`src/rtl/mem_port_arbiter_pkg.sv`:
```
// mem_port_arbiter_pkg
// Shared types for the memory port arbiter: the sequencing FSM state enum and
// the owner encoding that identifies which pipeline stage holds the port.
// Reused by the processor top and by the arbiter bench.
package mem_port_arbiter_pkg;

  typedef enum logic [1:0] {
    IDLE  = 2'd0,
    WORD0 = 2'd1,
    WORD1 = 2'd2,
    RESP  = 2'd3
  } arb_state_e;

  typedef enum logic {
    OWN_IF = 1'b0,
    OWN_DM = 1'b1
  } owner_e;

endpackage

```
`src/rtl/mem_port_arbiter_req_latch.sv`:
```
// req_latch
// Holds the granted request (owner, we, two, addr, wdata) for the duration of
// a transaction so that requester inputs may change freely once granted.
// Ports:
//   clk_i, rst_i   clock, synchronous active-high reset
//   load_i         capture the *_i fields this cycle (grant in IDLE)
//   owner_i..      request fields to capture
//   owner_o..      captured request fields
module req_latch
  import mem_port_arbiter_pkg::*;
#(
  parameter int unsigned ADDR_W = 32,
  parameter int unsigned WORD_W = 16
) (
  input  logic                clk_i,
  input  logic                rst_i,
  input  logic                load_i,
  input  owner_e              owner_i,
  input  logic                we_i,
  input  logic                two_i,
  input  logic [ADDR_W-1:0]   addr_i,
  input  logic [2*WORD_W-1:0] wdata_i,
  output owner_e              owner_o,
  output logic                we_o,
  output logic                two_o,
  output logic [ADDR_W-1:0]   addr_o,
  output logic [2*WORD_W-1:0] wdata_o
);

  owner_e                owner_q;
  logic                  we_q;
  logic                  two_q;
  logic [ADDR_W-1:0]     addr_q;
  logic [2*WORD_W-1:0]   wdata_q;

  always_ff @(posedge clk_i) begin
    if (rst_i) begin
      owner_q <= OWN_IF;
      we_q    <= 1'b0;
      two_q   <= 1'b0;
      addr_q  <= '0;
      wdata_q <= '0;
    end else if (load_i) begin
      owner_q <= owner_i;
      we_q    <= we_i;
      two_q   <= two_i;
      addr_q  <= addr_i;
      wdata_q <= wdata_i;
    end
  end

  assign owner_o = owner_q;
  assign we_o    = we_q;
  assign two_o   = two_q;
  assign addr_o  = addr_q;
  assign wdata_o = wdata_q;

endmodule

```
`src/rtl/mem_port_arbiter.sv`:
```
// mem_port_arbiter
// Shares the single-ported word memory between the fetch stage (if_*) and the
// memory stage (dm_*). Serialises one- or two-word accesses onto the memory
// read/write strobes, assembles big-endian 32-bit read data and returns a
// one-cycle done pulse to the owning requester.
// Ports:
//   clk, rst                     clock, synchronous active-high reset
//   if_req/if_two/if_addr        fetch request (read only)
//   if_done/if_rdata             fetch completion pulse and data
//   dm_req/dm_we/dm_two/...      data request
//   dm_done/dm_rdata             data completion pulse and data
//   mem_rd/mem_raddr             memory read strobe and address
//   mem_wr/mem_waddr/mem_wdata   memory write strobe, address, word
//   mem_rdata                    memory read word (valid after issue negedge)
module mem_port_arbiter
  import mem_port_arbiter_pkg::*;
#(
  parameter int unsigned ADDR_W       = 32,
  parameter int unsigned WORD_W       = 16,
  parameter int unsigned STARVE_LIMIT = 4
) (
  input  logic                clk,
  input  logic                rst,
  input  logic                if_req,
  input  logic                if_two,
  input  logic [ADDR_W-1:0]   if_addr,
  output logic                if_done,
  output logic [2*WORD_W-1:0] if_rdata,
  input  logic                dm_req,
  input  logic                dm_we,
  input  logic                dm_two,
  input  logic [ADDR_W-1:0]   dm_addr,
  input  logic [2*WORD_W-1:0] dm_wdata,
  output logic                dm_done,
  output logic [2*WORD_W-1:0] dm_rdata,
  output logic                mem_rd,
  output logic                mem_wr,
  output logic [ADDR_W-1:0]   mem_raddr,
  output logic [ADDR_W-1:0]   mem_waddr,
  output logic [WORD_W-1:0]   mem_wdata,
  input  logic [WORD_W-1:0]   mem_rdata
);

  localparam int unsigned CNT_W = (STARVE_LIMIT < 1) ? 1 : $clog2(STARVE_LIMIT + 1);
  localparam logic [CNT_W-1:0] LIMIT_C = CNT_W'(STARVE_LIMIT);

  arb_state_e           state_q;
  logic [CNT_W-1:0]     starve_q, starve_d;
  logic                 if_done_q, dm_done_q;
  logic [WORD_W-1:0]    if_hi_q, if_lo_q, dm_hi_q, dm_lo_q;

  // Latched request
  owner_e               lat_owner;
  logic                 lat_we, lat_two;
  logic [ADDR_W-1:0]    lat_addr;
  logic [2*WORD_W-1:0]  lat_wdata;

  // Grant selection
  logic                 any_req, fetch_wins, load;
  owner_e               sel_owner;
  logic                 sel_we, sel_two;
  logic [ADDR_W-1:0]    sel_addr;
  logic [2*WORD_W-1:0]  sel_wdata;
  logic [ADDR_W-1:0]    acc_addr;

  // Data normally has priority; a fetch that has waited STARVE_LIMIT cycles
  // takes the port ahead of a pending data request.
  always_comb begin
    any_req    = if_req | dm_req;
    fetch_wins = if_req & (~dm_req | (starve_q == LIMIT_C));
    load       = (state_q == IDLE) & any_req;
    sel_owner  = fetch_wins ? OWN_IF : OWN_DM;
    sel_we     = fetch_wins ? 1'b0 : dm_we;
    sel_two    = fetch_wins ? if_two : dm_two;
    sel_addr   = fetch_wins ? if_addr : dm_addr;
    sel_wdata  = fetch_wins ? '0 : dm_wdata;
  end

  // Count only while the fetch is waiting, i.e. not while it owns the port.
  always_comb begin
    starve_d = starve_q;
    if ((state_q == IDLE) && fetch_wins) begin
      starve_d = '0;
    end else if (if_req && (starve_q != LIMIT_C) &&
                 !((state_q != IDLE) && (lat_owner == OWN_IF))) begin
      starve_d = starve_q + CNT_W'(1);
    end
  end

  req_latch #(
    .ADDR_W (ADDR_W),
    .WORD_W (WORD_W)
  ) u_req_latch (
    .clk_i   (clk),
    .rst_i   (rst),
    .load_i  (load),
    .owner_i (sel_owner),
    .we_i    (sel_we),
    .two_i   (sel_two),
    .addr_i  (sel_addr),
    .wdata_i (sel_wdata),
    .owner_o (lat_owner),
    .we_o    (lat_we),
    .two_o   (lat_two),
    .addr_o  (lat_addr),
    .wdata_o (lat_wdata)
  );

  // Memory strobes decode straight from registered state, so they only move
  // just after posedge. The second word sits at addr+1 (wraps at 2^ADDR_W).
  always_comb begin
    mem_rd    = 1'b0;
    mem_wr    = 1'b0;
    mem_raddr = '0;
    mem_waddr = '0;
    mem_wdata = '0;
    acc_addr  = (state_q == WORD1) ? lat_addr + ADDR_W'(1) : lat_addr;
    if ((state_q == WORD0) || (state_q == WORD1)) begin
      if (lat_we) begin
        mem_wr    = 1'b1;
        mem_waddr = acc_addr;
        mem_wdata = ((state_q == WORD0) && lat_two) ? lat_wdata[2*WORD_W-1:WORD_W]
                                                    : lat_wdata[WORD_W-1:0];
      end else begin
        mem_rd    = 1'b1;
        mem_raddr = acc_addr;
      end
    end
  end

  always_ff @(posedge clk) begin
    if (rst) begin
      state_q   <= IDLE;
      starve_q  <= '0;
      if_done_q <= 1'b0;
      dm_done_q <= 1'b0;
      if_hi_q   <= '0;
      if_lo_q   <= '0;
      dm_hi_q   <= '0;
      dm_lo_q   <= '0;
    end else begin
      starve_q  <= starve_d;
      if_done_q <= 1'b0;
      dm_done_q <= 1'b0;
      case (state_q)
        IDLE: begin
          if (any_req) state_q <= WORD0;
        end
        WORD0: begin
          // First word is the high half of a double, or the only (low) word.
          if (!lat_we) begin
            if (lat_two) begin
              if (lat_owner == OWN_IF) if_hi_q <= mem_rdata;
              else                     dm_hi_q <= mem_rdata;
            end else if (lat_owner == OWN_IF) begin
              if_hi_q <= '0;
              if_lo_q <= mem_rdata;
            end else begin
              dm_hi_q <= '0;
              dm_lo_q <= mem_rdata;
            end
          end
          if (lat_two) begin
            state_q <= WORD1;
          end else begin
            state_q   <= RESP;
            if_done_q <= (lat_owner == OWN_IF);
            dm_done_q <= (lat_owner == OWN_DM);
          end
        end
        WORD1: begin
          if (!lat_we) begin
            if (lat_owner == OWN_IF) if_lo_q <= mem_rdata;
            else                     dm_lo_q <= mem_rdata;
          end
          state_q   <= RESP;
          if_done_q <= (lat_owner == OWN_IF);
          dm_done_q <= (lat_owner == OWN_DM);
        end
        RESP: begin
          // No grant here: gives the finished requester a cycle to drop req.
          state_q <= IDLE;
        end
        default: state_q <= IDLE;
      endcase
    end
  end

  assign if_done  = if_done_q;
  assign dm_done  = dm_done_q;
  assign if_rdata = {if_hi_q, if_lo_q};
  assign dm_rdata = {dm_hi_q, dm_lo_q};

endmodule

```
`config.mk`:
```
export PLATFORM = sky130hd
export DESIGN_NAME = mem_port_arbiter
export DESIGN_NICKNAME = d
export VERILOG_FILES = /design/src/rtl/mem_port_arbiter_pkg.sv /design/src/rtl/mem_port_arbiter_req_latch.sv /design/src/rtl/mem_port_arbiter.sv
export SDC_FILE = /design/constraint.sdc
export NUM_CORES = 1
export LEC_CHECK = 0
export CAP_MARGIN = 20
export CORE_MARGIN = 2
export CORE_UTILIZATION = 31
export DETAILED_ROUTE_END_ITERATION = 16
export SKIP_CTS_REPAIR_TIMING = 1
export SLEW_MARGIN = 20
export SYNTH_ARGS = -nofsm -noshare
export SYNTH_HDL_FRONTEND = slang
export SYNTH_HIERARCHICAL = 1
export SYNTH_SLANG_ARGS = --single-unit
```
`constraint.sdc`:
```
create_clock -name clk -period 7.2 [get_ports clk]
set_input_delay 0.72 -clock clk [delete_from_list [all_inputs] [get_ports clk]]
set_output_delay 0.72 -clock clk [all_outputs]
set_load 0.01 [all_outputs]
```
Word-level counts from Yosys, hierarchy flattened

Index checks and enable logic that the tools add are counted.

Input bits: 119
Output and inout bits: 148
Bits in registers: 138

Bitwise operators: 7
Reduce and logical (&&, ||, !) cells: 14
Add/sub/neg operators: 2
Muxes and demuxes: 40
Equality and inequality tests: 9

Operators by type and width:

| kind                                                                  | count |
|---|---|
| 16-bit two-way mux                                                    | 17 |
| 32-bit two-way mux                                                    | 7 |
| 16-bit one-hot mux with 2 select lines                                | 2 |
| 32-bit by 1-bit adder with 32-bit output, second input constant       | 1 |
| 1-bit two-way mux                                                     | 10 |
| 2-bit != test, second input constant                                  | 4 |
| 2-bit one-hot mux with 4 select lines                                 | 1 |
| 3-bit AND reduction                                                   | 2 |
| 1-bit logical AND                                                     | 5 |
| 2-bit equality test, second input constant                            | 2 |
| 1-bit one-hot mux with 2 select lines                                 | 2 |
| 4-bit AND reduction                                                   | 1 |
| 2-bit nonzero test                                                    | 2 |
| 3-bit by 1-bit adder with 3-bit output, second input constant         | 1 |
| 3-bit equality test, second input constant                            | 1 |
| 3-bit != test, second input constant                                  | 1 |
| 1-bit NOT                                                             | 3 |
| 1-bit AND                                                             | 2 |
| 2-bit by 1-bit equality test with 1-bit output, second input constant | 1 |
| 2-bit zero test                                                       | 1 |
| 2-bit two-way mux                                                     | 1 |
| 1-bit bitwise OR                                                      | 2 |
| 2-bit OR reduction                                                    | 1 |
| 1-bit zero test                                                       | 1 |
| 1-bit logical OR                                                      | 1 |

Depth between registers and ports, before layout

Gate-level depths: netlist of the first run.

Depth after elaboration: 5
Gate-level depth with buffers: 11
Depth with buffers taken out: 9

Modules after synthesis

The synthesis of the first run kept the hierarchy.

Modules (own cells, without submodules):

| module           | instances | sequential area each (µm²) | cells an instance | area an instance (µm²) |
|---|---|---|---|---|
| mem_port_arbiter | 1         | 1421.4                     | 610               | 4560.6 |
| req_latch        | 1         | 1341.3                     | 216               | 2401.1 |

Worst setup path before layout of the first run

OpenSTA, ideal clock, no wires.

Path kind: reg2out
Start point: reg state_q[0]
End point: out mem_raddr[29]
Arrival time: 2.247 ns
Slack: 4.233 ns
Stages on the path, launching flop included: 10
Data required time: 6.480 ns
Buffers on the path: 3
Path through: dfxtp_1 -> inv_1 -> ha_1 -> buf_4 -> nand3_2 -> or4_1 -> buf_2 -> buf_6 -> or4_4 -> a21oi_1

Cells in the longest elaborated chain, start to end: 4
Elaborated cells on any way between the ends: 6
Classes of those cells: eq/ne (2); mux (3); reduce/logical (1)

Ends and longest elaborated chain:

| element                | line                                             | RTL |
|---|---|---|
| from (decl)            | mem_port_arbiter.sv:47                           | `arb_state_e state_q;` |
| from (signal assigned) | mem_port_arbiter.sv:133                          | `state_q <= IDLE;` |
| from (signal assigned) | mem_port_arbiter.sv:147                          | `if (any_req) state_q <= WORD0;` |
| from (signal assigned) | mem_port_arbiter.sv:164                          | `state_q <= WORD1;` |
| 2-bit equality test    | mem_port_arbiter.sv:117, mem_port_arbiter.sv:118 |  |
| 32-bit two-way mux     | mem_port_arbiter.sv:117                          | `acc_addr = (state_q == WORD1) ? lat_addr + ADDR_W'(1) : lat_addr;` |
| 32-bit two-way mux     | mem_port_arbiter.sv:119                          | `if (lat_we) begin` |
| 32-bit two-way mux *   | mem_port_arbiter.sv:118                          | `if ((state_q == WORD0) \|\| (state_q == WORD1)) begin` |
| to (decl)              | mem_port_arbiter.sv:38                           | `output logic [ADDR_W-1:0] mem_raddr,` |

Every way passes the cells marked *; elsewhere a longest branch is shown, timed or not.

Worst setup path after layout of the first run

Start point: reg state_q[0]
End point: out mem_waddr[31]

Cells in the longest elaborated chain, start to end: 4
Elaborated cells on any way between the ends: 6
Classes of those cells: eq/ne (2); mux (3); reduce/logical (1)

Ends and longest elaborated chain:

| element              | line                                             | RTL |
|---|---|---|
| 2-bit equality test  | mem_port_arbiter.sv:117, mem_port_arbiter.sv:118 |  |
| 32-bit two-way mux   | mem_port_arbiter.sv:117                          |  |
| 32-bit two-way mux   | mem_port_arbiter.sv:119                          |  |
| 32-bit two-way mux * | mem_port_arbiter.sv:118                          |  |
| to (decl)            | mem_port_arbiter.sv:39                           | `output logic [ADDR_W-1:0] mem_waddr,` |

Marks and branches as above.

==> key figures, run 1 <==
Status
  – Status: complete, no violations

Worst setup path
  – Peak per-stage delay on the critical path: 0.79 ns
  – Worst setup SP type: flop
  – Crit Path Class: flop to output pin
  – Worst path cell trace: inv_1 -> ha_1 -> nand3_2 -> or4_1 -> or4_1 -> a21oi_1 -> clkdlybuf4s50_1
  – Worst Setup End Kind: output pin
  – Worst Path Arrival: 3.66 ns
  – Slowest CP cell: or4_1
  – CP dominant cell by count: or4_1
  – Crit path max fanout: 16
  – Worst EP required: 6.48 ns

Timing
  – Final Hold Vio Count: 0
  – Least-Margin Pin Slew: 1.14 ns
  – Maximum clock rate: 228 MHz
  – Fin. max-slew vios: 0
  – Unrepaired setup endpoints after global routing: no
  – Final min period: 4.38 ns
  – Final critical-path share of the clock period: 60.9%
  – Clock Skew: 0.00847 ns
  – Relative slew slack: 23.5%
  – Post-route setup TNS: 0 ns
  – Setup violators final: 0

Clock tree
  – Clock root cell: clkbuf_16
  – Clk sinks: 138
  – Clk pin slew, worst setup/hold paths: 0.05 ns
  – H-tree depth: 4
  – CTS tree: yes
  – Clk buf depth: 2
  – Clock Latency Late Sink: 0.42 ns
  – Clock buffer count from CTS: 17

Floorplanning
  – IO Count: 267
  – FP Rows: 54
  – Core ar.: 22000 um^2
  – Initial core utilization: 31.7%
  – Die X: 154 um
  – Chip height: 154 um
  – Die Area: 23700 um^2

Logic synthesis
  – Async S/R FF share, synth: 0%
  – Main synth FF type: dfxtp_1
  – Warnings from Yosys: 6
  – Top post-synthesis cells by count: dfxtp_1 (138), nor2_1 (138), mux2i_1 (102)
  – Sequential-to-total area share from yosys stat: 39.7%
  – Mapped Nets: 951
  – Synth area leader: dfxtp_1
  – Synthesized area per cell: 8.43 um^2
  – Synth top area share: 39.7%
  – Synth Cell Area: 6960 um^2
  – Post-Synthesis Cells: 826
  – Number of enable flip-flop cells after synthesis: 0
  – Synth top area cells: dfxtp_1 (40%), mux2i_1 (15%), nor2_1 (7.4%)
  – Yosys cell types: 38
  – Post-synthesis register bit count: 138

Cells and area
  – Final core utilization: 46.8%
  – Share of cells above drive strength 1: 7.41%
  – Final net count: 1181
  – Antenna cells: 0
  – P&R area growth vs syn: 47.6%

Detailed routing
  – DRT Wirelength: 22900 um
  – Drt via density: 4.94
  – Wirelength per Cell: 17.0 um
  – Vias after detailed routing: 6644
  – Drc violations: 0
  – First drt pass iteration count: 4
  – Antenna Violating Nets Remaining: 0
  – Drt initial violations: 341

Global route
  – Busiest layer in global routing: met2
  – Largest net degree at the start of global routing: 71
  – Met1 Use GR: 23.6%
  – Gr usage total: 18.8%
  – Congestion Overflow GR: 0
  – Initial antenna violation count: 1
  – First-pass GRT wire length: 35100 um
  – M3 GR Usage: 6.03%
  – Number of global-route vias before repair: 6385
  – M2 GR Usage: 31.6%

Flow run
  – Maxcap violations: 0

Power and ir drop
  – Maximum vdd drop: 0.188 mV
  – P_leak: 3.83 nW
  – Power density cells: 302 nW/um^2

Placed design
  – GP Congestion: 0.838
  – Dpl hpwl: 16200 um
  – Port Buffer Count: 266

Worst hold path
  – Worst hold path class: flop to flop
critical path, delay by kind of cell, from the launching register on:
family	cells	cell delay, ns
flops	1	0.32
fa+ha+maj	1	0.41
buf+inv	2	0.68
compound gates	1	0.17
simple gates	3	1.67
flip-flops by register name (all words and copies together), names as in the netlist, 2 cells and up:
name                 cells
dm_hi_q                 16
dm_lo_q                 16
if_hi_q                 16
if_lo_q                 16
starve_q                 3
state_q                  2
u_req_latch/addr_o      32
u_req_latch/wdata_o     32
through the flow:
stage                     std cells  hold WS [ns]  setup WS, ns  area, um^2  power, W
after floorplan                 826         0.455          4.23        6960   0.00187
after global placement         1316         0.441          3.36        9710   0.00227
after detailed placement       1316         0.445          3.28        9710   0.00229
after CTS                      1345         0.453          2.81       10300   0.00313
after global routing           1346         0.472          2.60       10300   0.00327
final                          1346         0.452          2.82       10300   0.00310
cells by family after synthesis:
family,count (synthesis),synth area share [%]
and+or+nand+nor,347,23.2
DFF,138,39.7
muxes,135,20.0
AOI/OAI and AO/OA,107,8.39
buffers and inverters,76,5.50
xor gates and xnor gates,17,2.14
adders and majority gates,6,1.08
cell type report:
cell class	count	area, um^2
clock buffer	23	488
clock inverter	6	66.3
fill	2112	11700
inverter	14	52.6
multi-input combinational	612	3830
sequential	138	2760
tap	280	350
timing repair buffer	273	2720
metal layers:
layer / vias up / share of wire, % / wire (um)
met4: 2 / 1.0 / 232
met3: 21 / 7.5 / 1720
met1: 3088 / 45 / 10300
met5: - / 0.053 / 12
li1: 3277 / - / -
met2: 256 / 46 / 10600
placed cells by master, fill, tap and decap left out, types with 2 or more instances in the layout:
| cell | count |
|---|---|
| xor2_1 | 4 |
| inv_1 | 14 |
| nand4_1 | 11 |
| nor2b_1 | 4 |
| clkinvlp_4 | 3 |
| dfxtp_1 | 138 |
| o31ai_1 | 13 |
| nand3_1 | 40 |
| o21ai_0 | 5 |
| clkbuf_16 | 17 |
| xnor2_1 | 13 |
| nor2_1 | 138 |
| buf_4 | 7 |
| mux2i_1 | 102 |
| nand2_1 | 81 |
| and2_1 | 36 |
| and4_1 | 2 |
| mux2_2 | 33 |
| clkdlybuf4s50_1 | 265 |
| clkbuf_1 | 2 |
| a211oi_1 | 3 |
| ha_1 | 6 |
| nor3_1 | 3 |
| o21ai_2 | 2 |
| or4b_2 | 3 |
| or4b_1 | 3 |
| nor4_1 | 7 |
| or3_1 | 2 |
| a21oi_1 | 81 |
| clkbuf_8 | 4 |
| or4_1 | 9 |
| o211ai_1 | 2 |
report_power, final:
part	internal (W)	switching, W
sequential	0.000909	0.000124
combinational	0.000585	0.000653
clock	0.000506	0.000323
total	0.00200	0.00110
path summary, 6_finish.rpt:
| check | from | endpoint | slack, ns | cells after the start |
|---|---|---|---|---|
| worst max-delay path | state_q[0] | mem_waddr[31] | 2.82 | 7 |
| worst min-delay path | dm_hi_q[13] | dm_hi_q[13] | 0.45 | 2 |
| worst max register to register | starve_q[0] | u_req_latch/wdata_o[13] | 4.37 | 9 |
| worst min register to register | dm_hi_q[13] | dm_hi_q[13] | 0.45 | 2 |
(Power assumes the default switching activity.)
==> run 2, diff against run 1 <==
Clock period 7.2 ns to 4.1 ns, I/O delays scaled along.
==> run 2 against run 1 <==
  * Design area rose by 1.2%
  * Setup slack got worse by 2.5 ns
  * Final cell count up 0.52%
  * Die area stayed put
  * Sequential power is 76% higher
  * Routed wire length is 0.52% higher
  * Critical path depth stayed put
  * Total power increased by 82%
  * Register-to-register slack worse by 2.7 ns
  * Critical endpoint is now mem_raddr[31]
  * Largest power group unchanged
==> key figures, run 2 (synthesis results as in run 1) <==
Floorplanning
  – FP Rows: 54
  – Die X: 154 um
  – Initial core utilization: 31.7%
  – Die Area: 23700 um^2
  – Chip height: 154 um
  – Core ar.: 22000 um^2
  – IO Count: 267

Timing
  – Setup violators final: 0
  – Fin. max-slew vios: 0
  – Post-route setup TNS: 0 ns
  – Setup ws final: 0.339 ns
  – Relative slew slack: 34.6%
  – Final critical-path share of the clock period: 91.7%
  – Least-Margin Pin Slew: 0.981 ns
  – Clock Skew: 0.00941 ns
  – Worst Hold Slack: 0.454 ns
  – Final Hold Vio Count: 0
  – Final min period: 3.76 ns
  – Unrepaired setup endpoints after global routing: no
  – Maximum clock rate: 266 MHz

Power and ir drop
  – P_leak: 3.90 nW
  – Maximum vdd drop: 0.337 mV
  – Power density cells: 542 nW/um^2

Detailed routing
  – DRT Wirelength: 23000 um
  – Antenna Violating Nets Remaining: 0
  – Drt initial violations: 291
  – Drc violations: 0
  – Vias after detailed routing: 6653
  – Metal-1 WL: 10300 um
  – Uppermost layer routed: met4
  – Routed length on met3: 1830 um
  – Wirelength per Cell: 17.0 um
  – WL met2: 10700 um
  – First drt pass iteration count: 5
  – Drt via density: 4.92

Clock tree
  – CTS tree: yes
  – Clk sinks: 138
  – H-tree depth: 4
  – Clock Latency Late Sink: 0.42 ns
  – Clk buf depth: 2
  – Clock root cell: clkbuf_16
  – Clock buffer count from CTS: 17
  – Clk pin slew, worst setup/hold paths: 0.06 ns

Cells and area
  – Final net count: 1186
  – Final instance count without filler cells: 1353
  – FILL cells: 2136
  – Commonest cells after routing, fill and taps aside: clkdlybuf4s50_1 (265), nor2_1 (138), dfxtp_1 (138)
  – Commonest non-fill, non-tap cell in the layout: clkdlybuf4s50_1
  – P&R area growth vs syn: 49.3%
  – Share of cells above drive strength 1: 7.93%
  – Design area: 10400 um^2

Worst setup path
  – Worst Path Arrival: 3.35 ns
  – Worst setup SP type: flop
  – Worst Setup End Kind: output pin
  – Crit path max fanout: 16
  – Worst EP required: 3.69 ns
  – Crit Path Class: flop to output pin
  – Reg2Reg Depth: 6

Placed design
  – Placed cells: 1321
  – Pre-CTS setup slack: 0.807 ns
  – Port Buffer Count: 266
  – GP Congestion: 0.840
  – Dpl hpwl: 16500 um
  – Area post-placement: 9760 um^2

Global route
  – Gr usage total: 19.0%
  – Congestion Overflow GR: 0
  – Number of global-route vias before repair: 6293
  – Initial antenna violation count: 1
  – Largest net degree at the start of global routing: 89
  – First-pass GRT wire length: 35300 um

Flow run
  – Maxcap violations: 0

Status
  – Status: complete, no violations

Worst hold path
  – Worst hold path class: flop to flop
  – Hold path depth: 2
## run 2: changes by cell type in the layout (fill, tap and decap cells not counted), sizes merged
cell,before,now
clkinvlp,3,1
diode,0,1
bufinv,1,4
clkinv,2,3
buf,8,13
clkbuf,23,22
## run 2: stage by stage
step,utilization (%),power (W)
after global placement,44.4,0.00401
after global routing,47.3,0.00595
final,47.3,0.00564
after detailed placement,44.4,0.00403
after floorplan,-,0.00328
after CTS,47.2,0.00568
## run 2: routing by layer
metal / global-route usage (%) / vias up
li1: - / 3291
met1: 24.2 / 3087
met2: 31.6 / 260
met3: 6.20 / 15
met4: 3.87 / 0
met5: 0 / -
## run 2: path summary, 6_finish.rpt
kind | from | endpoint | slack (ns)
setup / recovery | state_q[0] | mem_raddr[31] | 0.34
hold / removal | dm_hi_q[7] | dm_hi_q[7] | 0.45
setup reg to reg | state_q[0] | u_req_latch/wdata_o[30] | 1.72
hold reg to reg | dm_hi_q[7] | dm_hi_q[7] | 0.45
## run 2: cell type report
class	instances	area [um^2]	area share (%)
Multi-Input combinational cell	612	3830	36.9
Timing Repair Buffer	278	2780	26.7
Sequential cell	138	2760	26.6
Clock buffer	22	474	4.56
Tap cell	280	350	3.37
Clock inverter	8	143	1.37
Inverter	14	52.6	0.506
Antenna cell	1	2.50	0.0241
## run 2: where the power goes
group	internal [W]	switching, W
combinational	0.00105	0.00115
sequential	0.00160	0.000212
clock	0.00106	0.000571
## run 2: worst max-delay path, stage by stage, from the launching register on
cell and delay, ns:
dfxtp_1 0.32, inv_1 0.09, ha_1 0.20, nand3_2 0.15
or4_1 0.77, or4_1 0.65, a21oi_1 0.17, clkdlybuf4s50_1 0.57
